**config.mk**
```make
export PLATFORM = sky130hd
export DESIGN_NAME = csa_add_sequencer
export DESIGN_NICKNAME = d
export VERILOG_FILES = /design/src/rtl/csa_add_sequencer.sv
export SDC_FILE = /design/constraint.sdc
export NUM_CORES = 1
export LEC_CHECK = 0
export CAP_MARGIN = 10
export CORE_ASPECT_RATIO = 1.75
export CORE_MARGIN = 2
export CORE_UTILIZATION = 40
export CTS_CLUSTER_DIAMETER = 120
export DETAILED_ROUTE_END_ITERATION = 12
export HOLD_SLACK_MARGIN = 0.12
export PLACE_DENSITY = 0.68
export SLEW_MARGIN = 10
export SYNTH_ARGS = -nofsm -noshare
export SYNTH_HDL_FRONTEND = slang
export SYNTH_SLANG_ARGS = --single-unit
export TNS_END_PERCENT = 30
```
**constraint.sdc**
```tcl
create_clock -name clk -period 3.6 [get_ports clk]
set_clock_uncertainty 0.2 [all_clocks]
set_input_delay 0.72 -clock clk [delete_from_list [all_inputs] [get_ports clk]]
set_output_delay 0.72 -clock clk [all_outputs]
set_load 0.02 [all_outputs]
```
**src/rtl/csa_add_sequencer.sv**
```systemverilog
`default_nettype none
// ============================================================================
// Module      : csa_add_sequencer
// Description : Shared multi-cycle adder. Two requesters are arbitrated
//               round-robin onto one 4-bit carry-select slice; a WIDTH-bit
//               add takes NSL slice cycles, LSB slice first, with the carry
//               held in a register between slices. Results (sum, carry-out,
//               signed overflow, requester id) leave on a valid/ready port.
// Revision    : 1.0 - initial release
// ============================================================================
module csa_add_sequencer #(
  parameter int WIDTH = 16,  // multiple of SLICE, at least 8
  parameter int SLICE = 4    // fixed: matches the carry-select slice
) (
  input  logic             clk,
  input  logic             rst,
  input  logic             req0_valid,
  output logic             req0_ready,
  input  logic [WIDTH-1:0] req0_a,
  input  logic [WIDTH-1:0] req0_b,
  input  logic             req0_cin,
  input  logic             req1_valid,
  output logic             req1_ready,
  input  logic [WIDTH-1:0] req1_a,
  input  logic [WIDTH-1:0] req1_b,
  input  logic             req1_cin,
  output logic             res_valid,
  input  logic             res_ready,
  output logic [WIDTH-1:0] res_sum,
  output logic             res_cout,
  output logic             res_ovf,
  output logic             res_id,
  output logic             busy
);

  localparam int NSL     = WIDTH / SLICE;
  localparam int c_IDX_W = (NSL > 1) ? $clog2(NSL) : 1;
  localparam logic [c_IDX_W-1:0] c_LAST_IDX = c_IDX_W'(NSL - 1);

  typedef enum logic [1:0] {
    S_IDLE = 2'd0,
    S_RUN  = 2'd1,
    S_DONE = 2'd2
  } state_t;

  state_t               r_state;
  logic [WIDTH-1:0]     r_a;
  logic [WIDTH-1:0]     r_b;
  logic                 r_id;
  logic                 r_carry;
  logic [c_IDX_W-1:0]   r_idx;
  logic [WIDTH-1:0]     r_sum_work;
  logic                 r_last_grant;
  logic                 r_res_valid;
  logic [WIDTH-1:0]     r_res_sum;
  logic                 r_res_cout;
  logic                 r_res_ovf;
  logic                 r_res_id;

  logic                 w_idle;
  logic                 w_any_valid;
  logic                 w_grant_id;
  logic                 w_accept;
  logic [WIDTH-1:0]     w_acc_a;
  logic [WIDTH-1:0]     w_acc_b;
  logic                 w_acc_cin;
  logic [SLICE-1:0]     w_a_sl;
  logic [SLICE-1:0]     w_b_sl;
  logic [SLICE:0]       w_res_c0;
  logic [SLICE:0]       w_res_c1;
  logic [SLICE:0]       w_res_sel;
  logic [SLICE-1:0]     w_sel_sum;
  logic                 w_sel_cout;
  logic                 w_msb_cin;
  logic [WIDTH-1:0]     w_sum_next;

  // Arbitration: a lone requester wins; on a tie the one not served last wins.
  assign w_idle      = (r_state == S_IDLE);
  assign w_any_valid = req0_valid | req1_valid;
  assign w_grant_id  = (req0_valid & req1_valid) ? ~r_last_grant : req1_valid;
  assign req0_ready  = w_idle & w_any_valid & ~w_grant_id;
  assign req1_ready  = w_idle & w_any_valid &  w_grant_id;
  assign w_accept    = req0_ready | req1_ready;

  assign w_acc_a   = w_grant_id ? req1_a   : req0_a;
  assign w_acc_b   = w_grant_id ? req1_b   : req0_b;
  assign w_acc_cin = w_grant_id ? req1_cin : req0_cin;

  // Carry-select slice: both carry-in hypotheses are formed in parallel and
  // the registered carry picks one, so the slice never ripples the carry in.
  assign w_a_sl     = r_a[r_idx*SLICE +: SLICE];
  assign w_b_sl     = r_b[r_idx*SLICE +: SLICE];
  assign w_res_c0   = {1'b0, w_a_sl} + {1'b0, w_b_sl};
  assign w_res_c1   = {1'b0, w_a_sl} + {1'b0, w_b_sl} + (SLICE+1)'(1);
  assign w_res_sel  = r_carry ? w_res_c1 : w_res_c0;
  assign w_sel_sum  = w_res_sel[SLICE-1:0];
  assign w_sel_cout = w_res_sel[SLICE];

  // Carry into the top bit of the current slice, recovered from its sum bit;
  // only meaningful on the final slice where it feeds the overflow flag.
  assign w_msb_cin = w_a_sl[SLICE-1] ^ w_b_sl[SLICE-1] ^ w_sel_sum[SLICE-1];

  // Partial sum with the current slice merged in.
  always_comb begin
    w_sum_next = r_sum_work;
    w_sum_next[r_idx*SLICE +: SLICE] = w_sel_sum;
  end

  // Sequencer: accept in IDLE, one slice per cycle in RUN, hold result in DONE.
  always_ff @(posedge clk) begin
    if (rst) begin
      r_state      <= S_IDLE;
      r_a          <= '0;
      r_b          <= '0;
      r_id         <= 1'b0;
      r_carry      <= 1'b0;
      r_idx        <= '0;
      r_sum_work   <= '0;
      r_last_grant <= 1'b1;
      r_res_valid  <= 1'b0;
      r_res_sum    <= '0;
      r_res_cout   <= 1'b0;
      r_res_ovf    <= 1'b0;
      r_res_id     <= 1'b0;
    end else begin
      case (r_state)
        S_IDLE: begin
          if (w_accept) begin
            r_a          <= w_acc_a;
            r_b          <= w_acc_b;
            r_id         <= w_grant_id;
            r_carry      <= w_acc_cin;
            r_idx        <= '0;
            r_sum_work   <= '0;
            r_last_grant <= w_grant_id;
            r_state      <= S_RUN;
          end
        end
        S_RUN: begin
          r_sum_work <= w_sum_next;
          r_carry    <= w_sel_cout;
          r_idx      <= r_idx + 1'b1;
          if (r_idx == c_LAST_IDX) begin
            r_res_sum   <= w_sum_next;
            r_res_cout  <= w_sel_cout;
            r_res_ovf   <= w_msb_cin ^ w_sel_cout;
            r_res_id    <= r_id;
            r_res_valid <= 1'b1;
            r_state     <= S_DONE;
          end
        end
        S_DONE: begin
          if (res_ready) begin
            r_res_valid <= 1'b0;
            r_state     <= S_IDLE;
          end
        end
        default: begin
          r_state <= S_IDLE;
        end
      endcase
    end
  end

  assign res_valid = r_res_valid;
  assign res_sum   = r_res_sum;
  assign res_cout  = r_res_cout;
  assign res_ovf   = r_res_ovf;
  assign res_id    = r_res_id;
  assign busy      = (r_state != S_IDLE);

endmodule
`default_nettype wire
```
==> flow_summary.json <==
{
  "worstPathRequired_ns": 3.65,
  "diodes": 0,
  "grt_use_total": 0.221,
  "synthCells": 393,
  "yosysTopAreaCellShare": 0.426,
  "power.density_nw_per_um2": 454,
  "grt_pass1_wl_um": 16300,
  "n_fill_cell": 776,
  "finalPower_uw": 2200,
  "ys_warn_count": 0,
  "cpMaxStageDelayCell": "fa_1",
  "p_int_uw": 1620,
  "clock_path_buffers": 2,
  "numCtsBuffers": 9,
  "post-place-ws_ns": 0.328,
  "reg2reg_slack_ns": 0.31,
  "synth_flop_cell": "dfxtp_1",
  "vias": 3321,
  "syn_nets": 476,
  "min_to": "res_sum[6]",
  "dr.pass1.iters": 9,
  "path_max_fanout": 12,
  "synth.most_common_cell": "dfxtp_1",
  "finalWirelength_um": 9830,
  "hold_viol": 0,
  "die_h_um": 128,
  "cts_setup_buffers": 0,
  "power_frac_comb": 0.201,
  "yosys.area.top_type": "dfxtp_1",
  "cp.arrival_ns": 3.34,
  "io_pins": 94,
  "rsz0062_at_grt": "no",
  "hp-start": "res_sum[6]",
  "setup-tns-final_ns": 0,
  "antenna_found_initial": 0,
  "portBuffers": 93,
  "finalCritPeriodShare": 0.914,
  "vias_per_cell": 5.55,
  "die_x_um": 74.9,
  "cp-start-kind": "flop",
  "setup_viol": 0,
  "fin_ws_ns": 0.309,
  "min_period_ns": 3.29,
  "path_cells": "buf_4, mux4_2, ha_1, fa_1, ha_1, and2_1, a311oi_1, o21a_1, nor4_1, nor4_1",
  "end_kind": "flop",
  "area_delta_synth_final_pct": 37.7,
  "cts_tree": "yes",
  "core.rowCount": 45,
  "gp_congestion": 0.781,
  "drc_errors": 0,
  "synth_async_sr_flop_share": 0,
  "yosysSeqAreaShare": 0.426,
  "synth.avg_cell_area_um2": 8.96,
  "insertion_delay_ns": 0.34,
  "worstSetupPathType": "flop to flop",
  "leakage_uw": 0.00171,
  "core_region_area_um2": 8610,
  "drive_above_1_share": 0.0873,
  "reg2regPathDepth": 10,
  "slew_violations": 0,
  "cp.depth": 10,
  "grt_max_degree": 51,
  "critPathMaxStageDelay_ns": 0.48,
  "switchingPower_uw": 578,
  "holdCritPathClass": "flop to flop",
  "clkPwrFrac": 0.387,
  "cts_htree_levels": 3,
  "critPathBufInv": 1,
  "ys_types": 42,
  "cts_resized": 0,
  "clk_pin_slew_ns": 0.06,
  "first_iter_violations": 329,
  "min_delay_path_depth": 2,
  "relSlewSlack": 0.398,
  "final_nets": 560,
  "tightest_slew_ns": 0.903,
  "p_sw_frac": 0.263,
  "overflow": 0,
  "wl_per_cell_um": 16.4,
  "synthTopCellsByArea": "dfxtp_1 43%, a222oi_1 9.1%, a21oi_1 5.8%",
  "maxCapViolations": 0,
  "r2r-start": "r_idx[0]",
  "syn_area_um2": 3520,
  "seqPwrFrac": 0.412,
  "dp_hpwl_um": 7080,
  "root_buffer": "clkbuf_16",
  "r2r_end": "res_ovf",
  "die_area_um2": 9600,
  "synthTopCellsByCount": "75 x dfxtp_1, 46 x nor2_1, 44 x nand2_1",
  "clock_sinks": 75,
  "antenna_left": 0,
  "outcome": "finished clean",
  "postCtsHoldBufs": 0,
  "initial_core_util": 0.409,
  "grt_pass1_vias": 3397,
  "peakVddDrop_mv": 0.315,
  "synth_edf_count": 0,
  "synth-seq-cells": 75,
  "path_delay_family": "adder cells",
  "fmax_mhz": 304
}
routing by layer:
layer	track usage	wire length, um	vias to the layer above
met5	0	0	-
met4	0.0914	225	0
met3	0.0369	426	15
met2	0.402	5520	111
met1	0.242	3660	1577
li1	-	-	1618
cells in the final DEF, fill, tap and decap left out, types with 4 or more instances in the layout:
cell / Yosys / routed
clkdlybuf4s50_1: 0 / 92
dfxtp_1: 75 / 75
nor2_1: 46 / 45
nand2_1: 44 / 44
a21oi_1: 41 / 41
a222oi_1: 32 / 32
nand3_1: 21 / 21
inv_1: 18 / 18
o22ai_1: 12 / 12
ha_1: 11 / 11
clkbuf_16: 0 / 9
buf_4: 0 / 9
mux4_2: 8 / 8
a211oi_1: 8 / 8
nor2b_1: 6 / 6
nand2b_1: 4 / 4
worst min-delay path, delay by kind of cell (launching register included):
family / cells / cell delay [ns]
flops: 1 / 0.30
simple gates: 1 / 0.05
compound gates: 1 / 0.05
area by class of cell:
class	count	area, um2	share of cell area
repair buffers	103	1010	0.209
multi-input cells	270	1840	0.380
inverters	18	67.6	0.0139
well taps	117	146	0.0302
clock inverters	3	40.0	0.00826
flip-flops and latches	75	1500	0.310
clock buffers	12	236	0.0488
worst max-delay path by stage:
| stage | slack [ns] | end | startpoint |
|---|---|---|---|
| CTS | 0.30 | res_ovf | r_idx[0] |
| detailed placement | 0.33 | res_ovf | r_idx[0] |
| global route | 0.14 | res_ovf | r_idx[0] |
| floorplan | 0.27 | res_ovf | r_idx[1] |
| finish | 0.31 | res_ovf | r_idx[0] |
| global placement | 0.37 | req1_ready | req1_valid |
logic make-up (layout without fill, tap and decap cells):
| family | Yosys count | in the layout | synth area share |
|---|---|---|---|
| adders and majority gates | 12 | 12 | 0.0448 |
| DFF | 75 | 75 | 0.426 |
| and+or+nand+nor | 131 | 131 | 0.162 |
| buffers and inverters | 48 | 136 | 0.0540 |
| muxes | 11 | 11 | 0.0597 |
| AOI/OAI and AO/OA | 111 | 111 | 0.234 |
| xor gates and xnor gates | 5 | 5 | 0.0188 |
registers in the layout (all words and copies together), names as in the netlist:
register      count
r_carry           1
res_ovf           1
r_b              16
res_sum          16
r_sum_work       16
r_last_grant      1
r_idx             2
r_a              16
res_valid         1
r_id              1
r_state           2
res_id            1
res_cout          1
power groups by stage:
stage	sequential (uW)	clock, uW	combinational [uW]
detailed placement	922	0	441
CTS	906	863	444
finish	906	852	443
global route	911	901	484
global placement	922	0	434
floorplan	909	0	273
metrics by stage:
| step | instance area (um2) | std cells | hold slack [ns] | util |
|---|---|---|---|---|
| 2_1_floorplan | 3520 | 393 | 0.232 | - |
| 3_3_place_gp | 4570 | 583 | 0.242 | 0.531 |
| 3_5_place_dp | 4570 | 583 | 0.246 | 0.531 |
| 4_1_cts | 4850 | 598 | 0.253 | 0.563 |
| 5_1_grt | 4850 | 598 | 0.277 | 0.563 |
| 6_report | 4850 | 598 | 0.251 | 0.563 |
Note: power is estimated with default switching activity, not from simulation.
